===== src/rtl/vga_timing_gen.sv =====
// VGA raster timing: pixel enable from clk divider, h/v counters, syncs, active flag, frame markers.
// Latency: all outputs registered and mutually aligned; backpressure: none, free-running while en is high.
module vga_timing_gen #(
    parameter int H_ACTIVE = 640,
    parameter int H_FP     = 16,
    parameter int H_SYNC   = 96,
    parameter int H_BP     = 48,
    parameter int V_ACTIVE = 480,
    parameter int V_FP     = 10,
    parameter int V_SYNC   = 2,
    parameter int V_BP     = 33,
    parameter int HS_POL   = 0,
    parameter int VS_POL   = 0,
    parameter int CLK_DIV  = 2
) (
    input  logic       clk,
    input  logic       rst,
    input  logic       en,
    output logic       pix_ce,
    output logic [9:0] h_cnt,
    output logic [9:0] v_cnt,
    output logic       hsync,
    output logic       vsync,
    output logic       valid,
    output logic       line_start,
    output logic       frame_start,
    output logic [7:0] frame_cnt
);

    localparam int H_TOTAL = H_ACTIVE + H_FP + H_SYNC + H_BP;
    localparam int V_TOTAL = V_ACTIVE + V_FP + V_SYNC + V_BP;
    localparam int DIV_W   = (CLK_DIV > 1) ? $clog2(CLK_DIV) : 1;

    localparam logic [DIV_W-1:0] DIV_LAST = DIV_W'(CLK_DIV - 1);
    localparam logic [9:0]  H_LAST   = 10'(H_TOTAL - 1);
    localparam logic [9:0]  V_LAST   = 10'(V_TOTAL - 1);
    localparam logic [10:0] H_ACT_E  = 11'(H_ACTIVE);
    localparam logic [10:0] V_ACT_E  = 11'(V_ACTIVE);
    localparam logic [10:0] HS_BEG   = 11'(H_ACTIVE + H_FP);
    localparam logic [10:0] HS_END   = 11'(H_ACTIVE + H_FP + H_SYNC);
    localparam logic [10:0] VS_BEG   = 11'(V_ACTIVE + V_FP);
    localparam logic [10:0] VS_END   = 11'(V_ACTIVE + V_FP + V_SYNC);
    localparam logic        HS_ON    = (HS_POL != 0);
    localparam logic        VS_ON    = (VS_POL != 0);

    generate
        if (H_TOTAL > 1024 || V_TOTAL > 1024 || CLK_DIV < 1) begin : g_bad_params
            $error("vga_timing_gen: H_TOTAL/V_TOTAL must be <= 1024 and CLK_DIV >= 1");
        end
    endgenerate

    logic [DIV_W-1:0] div_cnt_q, div_cnt_d;
    logic             pix_ce_q, pix_ce_d;
    logic [9:0]       h_cnt_q, h_cnt_d;
    logic [9:0]       v_cnt_q, v_cnt_d;
    logic             hsync_q, hsync_d;
    logic             vsync_q, vsync_d;
    logic             valid_q, valid_d;
    logic             line_start_q, line_start_d;
    logic             frame_start_q, frame_start_d;
    logic [7:0]       frame_cnt_q, frame_cnt_d;
    logic             tick;
    logic [10:0]      h_e, v_e;

    always_comb begin
        tick        = (div_cnt_q == DIV_LAST);
        div_cnt_d   = tick ? '0 : div_cnt_q + DIV_W'(1);
        pix_ce_d    = tick;
        h_cnt_d     = h_cnt_q;
        v_cnt_d     = v_cnt_q;
        frame_cnt_d = frame_cnt_q;

        // The raster moves on the same edge that raises pix_ce.
        if (tick) begin
            if (h_cnt_q == H_LAST) begin
                h_cnt_d = '0;
                if (v_cnt_q == V_LAST) begin
                    v_cnt_d     = '0;
                    frame_cnt_d = frame_cnt_q + 8'd1;
                end else begin
                    v_cnt_d = v_cnt_q + 10'd1;
                end
            end else begin
                h_cnt_d = h_cnt_q + 10'd1;
            end
        end

        if (!en) begin
            div_cnt_d   = '0;
            pix_ce_d    = 1'b0;
            h_cnt_d     = H_LAST;
            v_cnt_d     = V_LAST;
            frame_cnt_d = 8'hFF;
        end

        // Decode from next counters so flags line up with the registered counters.
        h_e           = {1'b0, h_cnt_d};
        v_e           = {1'b0, v_cnt_d};
        valid_d       = (h_e < H_ACT_E) && (v_e < V_ACT_E);
        hsync_d       = ((h_e >= HS_BEG) && (h_e < HS_END)) ? HS_ON : ~HS_ON;
        vsync_d       = ((v_e >= VS_BEG) && (v_e < VS_END)) ? VS_ON : ~VS_ON;
        line_start_d  = (h_cnt_d == 10'd0);
        frame_start_d = (h_cnt_d == 10'd0) && (v_cnt_d == 10'd0);

        if (!en) begin
            valid_d       = 1'b0;
            hsync_d       = ~HS_ON;
            vsync_d       = ~VS_ON;
            line_start_d  = 1'b0;
            frame_start_d = 1'b0;
        end
    end

    always_ff @(posedge clk or posedge rst) begin
        if (rst) begin
            div_cnt_q     <= '0;
            pix_ce_q      <= 1'b0;
            h_cnt_q       <= H_LAST;
            v_cnt_q       <= V_LAST;
            hsync_q       <= ~HS_ON;
            vsync_q       <= ~VS_ON;
            valid_q       <= 1'b0;
            line_start_q  <= 1'b0;
            frame_start_q <= 1'b0;
            frame_cnt_q   <= 8'hFF;
        end else begin
            div_cnt_q     <= div_cnt_d;
            pix_ce_q      <= pix_ce_d;
            h_cnt_q       <= h_cnt_d;
            v_cnt_q       <= v_cnt_d;
            hsync_q       <= hsync_d;
            vsync_q       <= vsync_d;
            valid_q       <= valid_d;
            line_start_q  <= line_start_d;
            frame_start_q <= frame_start_d;
            frame_cnt_q   <= frame_cnt_d;
        end
    end

    assign pix_ce      = pix_ce_q;
    assign h_cnt       = h_cnt_q;
    assign v_cnt       = v_cnt_q;
    assign hsync       = hsync_q;
    assign vsync       = vsync_q;
    assign valid       = valid_q;
    assign line_start  = line_start_q;
    assign frame_start = frame_start_q;
    assign frame_cnt   = frame_cnt_q;

endmodule


===== config.mk =====
export PLATFORM = sky130hd
export DESIGN_NAME = vga_timing_gen
export DESIGN_NICKNAME = d
export VERILOG_FILES = /design/src/rtl/vga_timing_gen.sv
export SDC_FILE = /design/constraint.sdc
export NUM_CORES = 1
export LEC_CHECK = 0
export BUFFER_PORTS_ARGS = -buffer_cell sky130_fd_sc_hd__buf_2
export CAP_MARGIN = 25
export CELL_PAD_IN_SITES_DETAIL_PLACEMENT = 1
export CELL_PAD_IN_SITES_GLOBAL_PLACEMENT = 1
export CORE_MARGIN = 5
export CORE_UTILIZATION = 39
export CTS_BUF_LIST = sky130_fd_sc_hd__clkbuf_2 sky130_fd_sc_hd__clkbuf_4 sky130_fd_sc_hd__clkbuf_8
export DETAILED_ROUTE_END_ITERATION = 8
export GPL_TIMING_DRIVEN = 0
export HOLD_SLACK_MARGIN = 0.05
export MAX_ROUTING_LAYER = met4
export PLACE_DENSITY = 0.79
export SYNTH_ARGS = -nofsm -noshare
export SYNTH_HDL_FRONTEND = slang
export SYNTH_SLANG_ARGS = --single-unit
export TNS_END_PERCENT = 30

===== constraint.sdc =====
create_clock -name clk -period 2.75 [get_ports clk]
set_clock_uncertainty 0.1 [all_clocks]
set_input_delay 0.4125 -clock clk [delete_from_list [all_inputs] [get_ports clk]]
set_output_delay 0.4125 -clock clk [all_outputs]
set_load 0.05 [all_outputs]

==> results.txt, run 1 <==
- For this design the ratio of total power to cell area is 705.7 mW/mm2.
* Net count after synthesis: 221
- The share of the Yosys chip area taken by registers is 44.44%.
* Arr. time, crit path: 2820 ps
- Fmax: 0.3671 GHz
* Worst-Skew Late Latency: 290 ps
- In this run, the number of DRC markers left after iteration 0 of detailed routing was 77.
- Once placement finished, the instance area stood at 0.002336 mm2.
- Sinks on Clock Net: 35
- Synthesis-stage register bit count: 35
- Fraction of final layout cells with drive strength greater than 1: 36.84%
* Status: finished, final reports clean
* Max-slew violations: 0
* Critical Setup Path Class: reg -> reg
- At the end of the flow, the number of nets in the layout was 272.
- Clock tree synthesis selected as its root buffer the cell sky130_fd_sc_hd__clkbuf_8.
* Slew of the pin with the lowest slew margin: 604.6 ps
- The number of global-route vias before repair came to 1,892.
* Area taken by flip-flops and latches: 904.6 um2
* GRT busiest layer: met2
- The library cell used most frequently in the layout, excluding fill and tap cells, is sky130_fd_sc_hd__buf_2.
- TritonCTS built the clock tree.
* Filler cell count in the final layout: 617
- Worst reg2reg path endpoint: frame_start
- After detailed placement, the design holds a cell count of 320.
* Worst max-slew margin expressed relative to the limit: 59.65%
- Buffers placed on the I/O ports in this run total 35.
- The routed design has 5944 um of wire.
- Top flip-flop cell by instance count after synthesis: sky130_fd_sc_hd__dfstp_2
- Number of hold-repair buffers added at the cts stage: 0
- The number of antenna violations at the first check in global routing was 0.
- Finish-stage setup viols: 0
* Initial Utilization: 39.94%
* Vias: 1,844
- Class of the tightest hold or removal check: in -> async
* Total power: 1807 uW
* Total count of hold-check failures in the final report: 0
* Synthesized area: 0.002027 mm2
* Number of synthesis warnings: 0
- Element type at the critical path end: flip-flop
- P_leak: 0.001077 uW
- Largest area contributor in the synthesized netlist: sky130_fd_sc_hd__dfstp_2
* Full die area: 0.006739 mm2
* Post-route clock period utilization: 99.05%
* Number of routed nets with antenna violations: 0
- Max Fanout on Critical Path: 8
- Pin placement for this block handled 37 I/O pins.
- Distinct cells, synth: 52
- STA classifies the critical path startpoint as a flip-flop.
* Met3 layer usage reported by global route: 3.471%
- Post-route non-filler standard cell count: 336
* Area growth, synth to finish: 26.36%
- Total overflow reported by the global router: 0
* Wire length of the first global-routing pass: 9597 um
- After clock tree synthesis, the clock-pin slew on the worst setup and hold paths is 70 ps.
- The die is 82.09 um tall.
* Average cell area after synthesis: 9.472 um2
- From left edge to right edge, the die measures 82.09 um.
- The total area inside the core boundary comes to 0.005075 mm2.
* Clock period minus worst slack: 2724 ps
- The first TritonRoute pass finished after 4 iterations.
- In the routed layout, each cell is associated on average with a via count of 5.488.
- After detailed routing, the average wire length per cell comes to 17.69 um.
* Critical path data required time: 2850 ps
* GRT Util Overall: 19.36%
- Proportion of register bits with asynchronous set or reset after synthesis: 100.0%
- Area of all placed cells without fillers: 0.002561 mm2
* Diode insertion count for antenna repair: 0
- After legalization and detailed placement, the total HPWL measured 4159 um.
- Total DRC errors in the routed layout: 0
- Maximum capacitance violations: 0
- The initialized floorplan defines 26 standard-cell rows.
- Share of Yosys cell area claimed by the top area cell type: 25.93%
- Multi-input gate area in the final layout: 0.001122 mm2
- The startpoint identified for the worst register-to-register timing path is h_cnt[9].
- The number of cells on the worst reg-to-reg path is 8.
* Clock buffer depth: 2
- Unrepaired setup endpoints after global routing: yes
* Number of enable-type register cells in the synthesized netlist: 0
* Worst vdd ir: 0.3351 mV
- GR Layer Usage met2: 30.61%
- Routability-driven placement finished with a final weighted congestion of 0.8104.
* Total Negative Setup Slacks: 0 ps
* Top cells by area in the synthesized netlist: sky130_fd_sc_hd__dfstp_2, sky130_fd_sc_hd__dfrtp_1, sky130_fd_sc_hd__nand2_1, sky130_fd_sc_hd__nand4_1, sky130_fd_sc_hd__xnor2_1
- Setup slack of the worst register-to-register path: 30 ps
- In this run the number of H-tree levels came out at 2.
- Entering global routing, the biggest net connects 23 pins.
- Commonest non-fill, non-tap cells in the layout: sky130_fd_sc_hd__buf_2, sky130_fd_sc_hd__nand2_1, sky130_fd_sc_hd__dfstp_2
- Number of clock buffers inserted by TritonCTS: 5
* Routing usage on met1: 25.12%
- Synthesis produced a netlist whose cell count is 214.
[where the power goes]
group          internal [uW]  switching (uW)
registers                615            83.2
clock network            176             201
logic                    239             494
total                   1030             778
[how the worst max path moves through the flow]
stage / startpoint / to / slack (ps) / cells after the start
final: h_cnt[9] / frame_start / 30 / 8
after global routing: h_cnt[9] / frame_start / -30 / 8
after CTS: h_cnt[9] / frame_start / -20 / 8
after detailed placement: h_cnt[1] / vsync / -190 / 7
after global placement: h_cnt[1] / vsync / -190 / 7
after floorplan: h_cnt[1] / vsync / -10 / 7
[final cells by class]
type,instances,share of cell area [%]
Sequential cell,35,35.32
Clock buffer,5,2.687
Multi-Input combinational cell,159,43.82
Clock inverter,3,0.7816
Timing Repair Buffer,44,10.26
Buffer,10,2.247
Inverter,10,1.466
Tap cell,70,3.420
[flip-flops by register name (all words and copies together) (netlist names)]
register     count
valid            1
vsync            1
line_start       1
frame_cnt        8
div_cnt_q        1
pix_ce           1
v_cnt           10
hsync            1
frame_start      1
h_cnt           10
[stage by stage]
stage	hold slack, ps	utilization, %	setup WS (ps)
final	85.08	50.47	26.22
after global routing	142.6	50.47	-30.87
after CTS	99.81	49.16	-19.88
after detailed placement	415.6	46.03	-191.6
after global placement	394.3	45.49	-193.4
after floorplan	452.0	-	-9.868
[cells by family (layout without fill, tap and decap cells)]
kind of cell               Yosys count  in the layout  share of synthesized area [%]
AOI/OAI and AO/OA                   33             33                          10.99
and+or+nand+nor                    107            107                          30.87
muxes                                2              2                         0.9877
xor gates and xnor gates            13             13                          5.617
buffers and inverters               20             72                          4.630
adders and majority gates            4              4                          2.469
DFF                                 35             35                          44.44
[Yosys cell counts (all sizes together) (3+ instances only)]
master,number
xnor2,7
nor2,8
o21ai,11
inv,10
clkbuf,6
dfstp,20
nor3,11
and3,3
nand4,13
nand3,8
nand2,27
ha,4
xor2,6
a21oi,6
nor2b,3
dfrtp,15
and2,5
or3,6
nand2b,3
nor4,3
buf,4
and4,4
[worst max-delay path, cell delays in order (launching register included)]
cell and delay [ps]:
sky130_fd_sc_hd__dfstp_2 540, sky130_fd_sc_hd__or4b_4 450, sky130_fd_sc_hd__buf_6 160, sky130_fd_sc_hd__or4_4 480, sky130_fd_sc_hd__buf_6 160, sky130_fd_sc_hd__o21a_1 180, sky130_fd_sc_hd__o21ai_2 220, sky130_fd_sc_hd__nand3_2 130
sky130_fd_sc_hd__nor4b_2 220
[repair_timing]
item / in CTS / in global routing
pin swaps: 1 / 2
setup buffers: 3 / 5
setup endpoints to repair: 3 / 3
resized for setup: 9 / 8
[layer usage]
layer  wire [um]  vias up
li1            -      877
met1        2744      918
met2        2881       40
met3         220        9
met4          97        0
met5           0        -
(Power assumes the default switching activity.)
==> run 2: changes to the inputs <==
--- a/config.mk
+++ b/config.mk
@@ -5,12 +5,13 @@
 export SDC_FILE = /design/constraint.sdc
 export NUM_CORES = 1
 export LEC_CHECK = 0
+export ABC_AREA = 1
 export BUFFER_PORTS_ARGS = -buffer_cell sky130_fd_sc_hd__buf_2
 export CAP_MARGIN = 25
 export CELL_PAD_IN_SITES_DETAIL_PLACEMENT = 1
 export CELL_PAD_IN_SITES_GLOBAL_PLACEMENT = 1
 export CORE_MARGIN = 5
-export CORE_UTILIZATION = 39
+export CORE_UTILIZATION = 37
 export CTS_BUF_LIST = sky130_fd_sc_hd__clkbuf_2 sky130_fd_sc_hd__clkbuf_4 sky130_fd_sc_hd__clkbuf_8
 export DETAILED_ROUTE_END_ITERATION = 8
 export GPL_TIMING_DRIVEN = 0
==> results.txt, run 2 <==
- At the end of the flow, the number of nets in the layout was 390.
- The clock passes through at most 2 buffers.
- Post-cts sizing count: 0
- For this run, design rule violations remaining after detail routing come to 0.
* Initial Utilization: 38.47%
- The worst pin sits at a relative slew slack of 63.20%.
- Worst-Skew Late Latency: 300 ps
- Average cell area after synthesis: 6.779 um2
* Synthesis-stage register bit count: 35
- At the worst endpoint, the required time is 2880 ps.
* Area growth, synth to finish: 18.78%
* Clock period minus worst slack: 2331 ps
- By count the netlist is led by sky130_fd_sc_hd__nand2_1, sky130_fd_sc_hd__inv_1, sky130_fd_sc_hd__nor2_1.
- The H-tree was split into 2 levels.
- Leaving out fill and tap cells, the most frequent cells in the layout are sky130_fd_sc_hd__nand2_1, sky130_fd_sc_hd__inv_1, sky130_fd_sc_hd__nor2_1.
* Most common cell after layout, fill and taps aside: sky130_fd_sc_hd__nand2_1
- The die is 88.93 um wide.
* Worst vdd ir: 0.3538 mV
- Sinks on Clock Net: 35
- Arr. time, crit path: 2460 ps
* Slew of the pin with the lowest slew margin: 551.5 ps
* First DRT Iteration DRCs: 77
* Max Fanout on Critical Path: 6
- Based on the critical path, the design can be clocked at up to 0.4291 GHz.
* P_leak: 0.001486 uW
- The detailed router placed 2,296 vias in this run.
* Largest area contributor in the synthesized netlist: sky130_fd_sc_hd__dfstp_2
- The routed design has 6625 um of wire.
* Maximum capacitance violations: 0
* Largest net degree at the start of global routing: 25
- Area taken by flip-flops and latches: 900.9 um2
* Final HPWL DP: 5310 um
- In this run, post-CTS hold repair placed 0 buffers.
* Count of TritonRoute iterations in the first routing pass: 4
* Area of the core region: 0.005991 mm2
- The post-route netlist has 23.96% of its cells at a drive strength greater than 1.
- DP Worst Slack: 408.3 ps
- The first global-routing pass estimated 11,330 um of wire.
- TritonCTS created 5 clock buffers.
- Chip Height: 88.93 um
* Root buffer cell: sky130_fd_sc_hd__clkbuf_8
- Placer congestion estimate: 0.8669
* Total overflow reported by the global router: 0
* Top flip-flop cell by instance count after synthesis: sky130_fd_sc_hd__dfstp_2
- The mapped netlist covers 0.002305 mm2.
* Number of enable-type register cells in the synthesized netlist: 0
* Setup slack of the worst register-to-register path: 420 ps
- Fill cells in the final layout number 797.
- Synthesis instantiated 27 different standard cells from the library.
* CTS tree: yes
- In the finished design, the share of the clock period the worst path needs comes to 84.75%.
* Post-CTS clock slew at the launch and capture registers of the worst setup and hold paths: 80 ps
* Number of buffers added for setup after CTS: 0
- The number of hold-slack violations in the final timing report is 0.
- The run finished with clean final reports.
- Counting every instance in the synthesized netlist gives 340.
- The repair_antennas step left the layout with diodes totalling 0.
- PD cells: 811.5 mW/mm2
- Yosys printed 0 warnings.
* Element type at the critical path end: flip-flop
* Net count after synthesis: 347
- The number of antenna violations at the first check in global routing came to 0.
- Post-route setup slack: 419.4 ps
* Share of Yosys cell area claimed by the top area cell type: 22.80%
* Routed length per instance: 14.43 um
- Average vias per placed instance: 5.002
- Class of the tightest hold or removal check: in -> async
- I/O pin cnt: 37
- Register area share after synthesis: 39.09%
- Setup repair after global routing left no endpoint under its margin.
- Setup total negative slack on the finished layout was measured at 0 ps.
- Multi-input gate area in the final layout: 0.001152 mm2
- Critical Setup Path Class: reg -> reg
- Most frequent cell after synthesis: sky130_fd_sc_hd__nand2_1
- In this run the core area contains 28 standard-cell rows.
- Of all flip-flops after synthesis, the portion carrying an async set or reset was 100.0%.
- Max-slew violations: 0
- Top cells by area in the synthesized netlist: sky130_fd_sc_hd__dfstp_2, sky130_fd_sc_hd__nand2_1, sky130_fd_sc_hd__dfrtp_1, sky130_fd_sc_hd__inv_1, sky130_fd_sc_hd__nor2_1
* Via count of the first global-routing pass: 2,401
- GRT Util Overall: 19.26%
- Setup violations remaining at the end of the flow were counted as 0.
* I/O Buffers: 35
- In this run the remaining antenna-violating nets after routing total 0.
- STA classifies the critical path startpoint as a flip-flop.
- Full die area: 0.007908 mm2
run 2: cell count changes in the layout (fill, tap and decap cells not counted), moves of 5 or more:
| cell | change |
|---|---|
| sky130_fd_sc_hd__nor2_1 | +37 |
| sky130_fd_sc_hd__nor3_1 | -6 |
| sky130_fd_sc_hd__nand2_1 | +77 |
| sky130_fd_sc_hd__xor2_1 | -5 |
| sky130_fd_sc_hd__xnor2_1 | -7 |
| sky130_fd_sc_hd__nand3_1 | +23 |
| sky130_fd_sc_hd__and2_1 | -5 |
| sky130_fd_sc_hd__inv_1 | +43 |
| sky130_fd_sc_hd__buf_4 | -7 |
| sky130_fd_sc_hd__inv_2 | +6 |
| sky130_fd_sc_hd__nor2_2 | +8 |
| sky130_fd_sc_hd__or3_1 | -6 |
run 2: logic make-up (layout without fill, tap and decap cells):
kind of cell / after synthesis / count (layout) / synth area share (%)
simple gates: 217 / 217 / 42.73
fa+ha+maj: 4 / 4 / 2.172
buf+inv: 63 / 107 / 10.91
xor+xnor: 1 / 1 / 0.3801
flops: 35 / 35 / 39.09
compound gates: 20 / 20 / 4.723
run 2: critical path: stages, from the launching register on:
cell and delay, ps:
sky130_fd_sc_hd__dfstp_2 580, sky130_fd_sc_hd__ha_1 250, sky130_fd_sc_hd__nand2_1 100, sky130_fd_sc_hd__nor2_2 140
sky130_fd_sc_hd__nand4_2 240, sky130_fd_sc_hd__inv_2 130, sky130_fd_sc_hd__nand2_1 60, sky130_fd_sc_hd__a21oi_1 280
sky130_fd_sc_hd__nand2_1 120, sky130_fd_sc_hd__nor2_1 100, sky130_fd_sc_hd__nand2_1 70, sky130_fd_sc_hd__nor2_1 100
run 2: area by class of cell:
class	instances	share of cell area [%]
clock inverter	2	2.194
buffer	4	1.097
clock buffer	6	2.788
multi-input combinational	242	42.09
sequential	35	32.91
inverter	59	8.090
tap	75	3.428
timing repair buffer	36	7.404
run 2: final timing paths:
path,startpoint,endpoint,cells past startpoint
max,h_cnt[1],frame_start,11
min,rst,h_cnt[6],2
max reg2reg,h_cnt[1],frame_start,11
min in group clk,en,h_cnt[6],3
max in group asynchronous,rst,v_cnt[9],3
min reg2reg,frame_cnt[6],frame_cnt[6],2
run 2: metrics by stage:
stage	cell area (um2)	power [uW]	instances	util [%]	hold slack, ps
after detailed placement	2601	1667	451	43.42	393.5
after global routing	2738	2383	459	45.70	89.56
after global placement	2574	1637	450	42.96	374.2
final	2738	2222	459	45.70	46.41
after floorplan	2305	1439	340	-	423.6
after CTS	2738	2249	459	45.70	68.40
run 2: power by group:
part | total [uW] | leakage [uW] | switching, uW | internal, uW
clock | 564 | 0.0000688 | 192 | 372
combinational | 936 | 0.00100 | 695 | 242
sequential | 721 | 0.000416 | 93.0 | 628
total | 2220 | 0.00149 | 980 | 1240
run 2: layer usage:
metal | vias to the layer above | global-route usage, % | routed length, um
li1 | 1148 | - | -
met1 | 1105 | 23.53 | 3082
met2 | 32 | 32.19 | 3227
met3 | 11 | 3.318 | 186
met4 | 0 | 6.456 | 129
met5 | - | - | 0
